**config.mk**
```make
export PLATFORM = sky130hd
export DESIGN_NAME = fifo_uart_tx
export DESIGN_NICKNAME = d
export VERILOG_FILES = /design/src/rtl/fifo_uart_tx.sv
export SDC_FILE = /design/constraint.sdc
export NUM_CORES = 1
export LEC_CHECK = 0
export CAP_MARGIN = 40
export CORE_MARGIN = 2
export CORE_UTILIZATION = 45
export DETAILED_ROUTE_END_ITERATION = 10
export GPL_TIMING_DRIVEN = 1
export PLACE_DENSITY = 0.66
export SLEW_MARGIN = 20
export SYNTH_ARGS = -nofsm -noshare
export SYNTH_HDL_FRONTEND = slang
export SYNTH_SLANG_ARGS = --single-unit
export TNS_END_PERCENT = 5
```
**constraint.sdc**
```tcl
create_clock -name clk -period 4.8 [get_ports clk]
set_input_delay 0.96 -clock clk [delete_from_list [all_inputs] [get_ports clk]]
set_output_delay 0.96 -clock clk [all_outputs]
set_load 0.005 [all_outputs]
```
**src/rtl/fifo_uart_tx.sv**
```systemverilog
// UART transmitter fed from a FIFO with registered empty/data outputs.
// Each word is popped once and sent as: start bit, DATA_WIDTH bits LSB first, stop bit.
module fifo_uart_tx #(
   parameter int DATA_WIDTH   = 8,
   parameter int CLKS_PER_BIT = 139
) (
   input  logic                  clk,
   input  logic                  rst,
   input  logic                  fifo_empty,
   input  logic [DATA_WIDTH-1:0] fifo_data,
   output logic                  fifo_re,
   output logic                  tx,
   output logic                  busy
);

   localparam int CNT_W = $clog2(CLKS_PER_BIT);
   localparam int IDX_W = (DATA_WIDTH > 1) ? $clog2(DATA_WIDTH) : 1;
   localparam logic [CNT_W-1:0] CNT_LAST = CNT_W'(CLKS_PER_BIT - 1);
   localparam logic [IDX_W-1:0] IDX_LAST = IDX_W'(DATA_WIDTH - 1);

   typedef enum logic [1:0] {IDLE, START, DATA, STOP} state_t;

   state_t                state, state_n;
   logic [CNT_W-1:0]      cnt, cnt_n;
   logic [IDX_W-1:0]      idx, idx_n;
   logic [DATA_WIDTH-1:0] shreg, shreg_n;
   logic                  tx_n, busy_n, fifo_re_n;
   logic                  bit_done;

   assign bit_done = (cnt == CNT_LAST);

   always_comb begin
      // NOTE: every value written here gets a default first, so no latch is inferred.
      state_n   = state;
      cnt_n     = cnt;
      idx_n     = idx;
      shreg_n   = shreg;
      tx_n      = tx;
      busy_n    = busy;
      fifo_re_n = 1'b0;

      case (state)
         IDLE: begin
            cnt_n  = '0;
            idx_n  = '0;
            tx_n   = 1'b1;
            busy_n = 1'b0;
            if (!fifo_empty) begin
               shreg_n   = fifo_data;
               tx_n      = 1'b0;
               busy_n    = 1'b1;
               fifo_re_n = 1'b1;
               state_n   = START;
            end
         end
         START: begin
            cnt_n = cnt + 1'b1;
            if (bit_done) begin
               cnt_n   = '0;
               tx_n    = shreg[0];
               shreg_n = shreg >> 1;
               state_n = DATA;
            end
         end
         DATA: begin
            cnt_n = cnt + 1'b1;
            if (bit_done) begin
               cnt_n = '0;
               if (idx == IDX_LAST) begin
                  tx_n    = 1'b1;
                  state_n = STOP;
               end else begin
                  idx_n   = idx + 1'b1;
                  tx_n    = shreg[0];
                  shreg_n = shreg >> 1;
               end
            end
         end
         STOP: begin
            cnt_n = cnt + 1'b1;
            if (bit_done) begin
               cnt_n   = '0;
               busy_n  = 1'b0;
               state_n = IDLE;
            end
         end
         default: state_n = IDLE;
      endcase
   end

   // The FIFO is sampled only in IDLE, so its slow flag/data update after a pop is harmless.
   always_ff @(posedge clk or posedge rst) begin
      // NOTE: sequential state uses non-blocking assignments only.
      if (rst) begin
         state   <= IDLE;
         cnt     <= '0;
         idx     <= '0;
         shreg   <= '0;
         tx      <= 1'b1;
         busy    <= 1'b0;
         fifo_re <= 1'b0;
      end else begin
         state   <= state_n;
         cnt     <= cnt_n;
         idx     <= idx_n;
         shreg   <= shreg_n;
         tx      <= tx_n;
         busy    <= busy_n;
         fifo_re <= fifo_re_n;
      end
   end

endmodule
```
==> results.py <==
metrics = {
    "clock_tree": {
        "numCtsBuffers": 3,
        "root_buffer": "clkbuf_4",
        "path_clk_slew_ps": 120,
        "h-tree-depth": 1,
        "cts-resized-gates": 0,
        "hold_buffers": 0,
        "cts_buffer_depth": 2,
        "insertion_delay_ps": 300,
        "cts_tree": "done",
        "clock_sinks": 24,
        "cts_setup_buffers": 0,
    },
    "synthesis": {
        "ys.flop_type": "dfrtp_1",
        "synth_top_cell_area_share_pct": 43.8,
        "netlist_top_cells_count": "dfrtp_1 (23), mux2_2 (17), ha_1 (11)",
        "syn-instance-count": 108,
        "synth_top_cell_by_area": "dfrtp_1",
        "ys_top_cells_by_area": "dfrtp_1 (44%), mux2_2 (15%), ha_1 (10%), xor2_1 (3.3%), nor2_1 (2.9%)",
        "ys_seq_area_share_pct": 45.8,
        "mappedNetlistArea_um2": 1310,
        "synth_fp_nets": 130,
        "yosys_warnings": 0,
        "avgSynthCellArea_um2": 12.2,
        "async_flop_share_pct": 100,
        "synth-edff-count": 0,
        "yosysMostFrequentCell": "dfrtp_1",
        "synth_cell_types": 30,
        "ys_ff_latch": 24,
    },
    "floorplanning": {
        "num_io_pins": 14,
        "die_w_um": 58.0,
        "start_util_pct": 47.6,
        "dieHeight_um": 58.0,
        "coreArea_um2": 2760,
        "die_area_um2": 3370,
        "core.rowCount": 19,
    },
    "layout": {
        "insertedDiodeCount": 0,
        "layout.nets": 147,
        "fillers": 253,
        "area_growth_pct": 15.4,
        "drive_gt1_share_pct": 24.2,
    },
    "placed_design": {
        "hpwl_mm": 1.51,
        "place.gp.congestion": 0.739,
        "io_buffer_count": 13,
    },
    "setup_path": {
        "crit_chain": "clkdlybuf4s50_1 > a221o_1 > a21oi_4 > mux2_2",
        "startpoint": "fifo_empty",
        "startpoint_type": "primary input",
        "rrSetupSlack_ps": 2840,
        "worst_path_max_delay_cell": "clkdlybuf4s50_1",
        "cp-end-kind": "flip-flop",
        "crit_type": "in2reg",
        "crit_required_ps": 5000,
        "r2r_cells": 5,
        "path_max_fanout": 8,
        "cp_slowest_stage_delay_ps": 520,
        "r2r_start": "state[1]",
        "cp_top_family": "compound AO/OA/AOI/OAI gates",
        "crit_arrival_ps": 2500,
        "critPathBufInv": 1,
        "r2r_end": "shreg[6]",
    },
    "routing": {
        "wl_mm": 1.94,
        "via_count": 825,
        "dr.pass1.iters": 4,
        "ant_nets": 0,
        "via_per_inst": 5.32,
        "post_drt_wl_per_cell_um": 12.5,
        "drtIter0Drc": 20,
        "drc": 0,
    },
    "sta": {
        "skew_ps": 5.62,
        "slew_violations": 0,
        "worstMarginPinSlew_ps": 483,
        "fin_crit_sh_pct": 47.9,
        "clock.fmax_mhz": 435,
        "min_period_ps": 2300,
        "hold_viol_final": 0,
        "slew_headroom_pct": 67.8,
        "setup_viol": 0,
        "setup-tns-final_ps": 0,
        "whs_ps": 516,
        "rsz0062_at_grt": "false",
    },
    "global_routing": {
        "grt_pass1_vias": 848,
        "antenna_found_initial": 0,
        "grt-ovfl-total": 0,
        "grt_max_degree": 14,
        "grt_usage_pct": 14.0,
        "grt_pass1_wl_mm": 3.65,
    },
    "power": {
        "powerDensity_nw_per_um2": 208,
        "pwr-share-clk_pct": 27.8,
        "peakVddDrop_uv": 157,
        "p_int_mw": 0.251,
        "combPwrFrac_pct": 6.5,
        "cellLeakagePower_nw": 0.679,
        "p_sw_mw": 0.0642,
        "seq_power_share_pct": 65.7,
        "switching_share_pct": 20.4,
    },
    "hold_path": {
        "min_path_type": "reg2reg",
        "holdCritStartpoint": "shreg[3]",
        "whs_endpoint": "shreg[3]",
        "hold_depth": 1,
    },
    "flow_run": {
        "maxCapViolations": 0,
    },
    "outcome": {
        "outcome": "finished clean",
    },
}
[metal layers]
layer	wire length [µm]	part of all wire (%)	global-route usage (%)	up-vias
met5	0	0	0	-
met4	22	1.1	6.31	0
met3	58	3.0	2.46	4
met2	927	48	22.9	10
met1	936	48	18.2	403
li1	-	-	-	408
[worst reg2reg max path: stages (launching register included)]
cell	delay (ps)
dfrtp_1	440
inv_1	100
ha_1	280
a221o_1	390
a21oi_4	270
mux2_2	380
[final cells by class]
class                           count  area [µm²]  share of cell area, %
Multi-Input combinational cell     76         682                   45.0
Sequential cell                    24         602                   39.7
Timing Repair Buffer               14         145                   9.57
Tap cell                           31        38.8                   2.56
Clock buffer                        4        26.3                   1.73
Inverter                            6        22.5                   1.49
[placed cells by master (no fill, tap or decap), types with 3 or more instances in the layout]
master           instances
dfrtp_1                 23
mux2_2                  17
clkdlybuf4s50_1         13
ha_1                    11
nor2_1                  10
inv_1                    6
nand3_1                  6
xor2_1                   5
nor2b_1                  3
a21oi_1                  3
clkbuf_4                 3
[worst max-delay path by stage]
stage,cells past startpoint,endpoint
after floorplan,3,shreg[0]
after global placement,4,shreg[5]
after detailed placement,4,shreg[6]
after CTS,1,tx
after global routing,1,tx
final,4,shreg[6]
[registers in the layout, summed over array words and instances (netlist names)]
register  flops
busy          1
cnt           8
fifo_re       1
idx           3
shreg         8
state         2
tx            1
[power by group through the flow]
stage,clock network (mW),logic [mW],registers (mW)
6_report,0.0877,0.0204,0.207
2_1_floorplan,0,0.00919,0.210
4_1_cts,0.0931,0.0210,0.207
3_5_place_dp,0,0.0210,0.211
3_3_place_gp,0,0.0191,0.211
5_1_grt,0.104,0.0228,0.208
[stage by stage]
step	total power [mW]	instance area [µm²]	util [%]	worst slack, ps	instances
floorplan	0.220	1310	-	2830	108
global placement	0.230	1480	53.5	2190	150
detailed placement	0.232	1490	54.0	2170	151
CTS	0.321	1520	55.0	2480	155
global route	0.335	1520	55.0	2440	155
finish	0.315	1520	55.0	2500	155
[cell families after synthesis]
logic type	Yosys count	share of synthesized area, %
AOI/OAI and AO/OA	10	7.33
and+or+nand+nor	30	13.6
buffers and inverters	8	2.29
muxes	19	16.5
xor gates and xnor gates	6	4.00
adders and majority gates	11	10.5
DFF	24	45.8
Note: power is estimated with default switching activity, not from simulation.
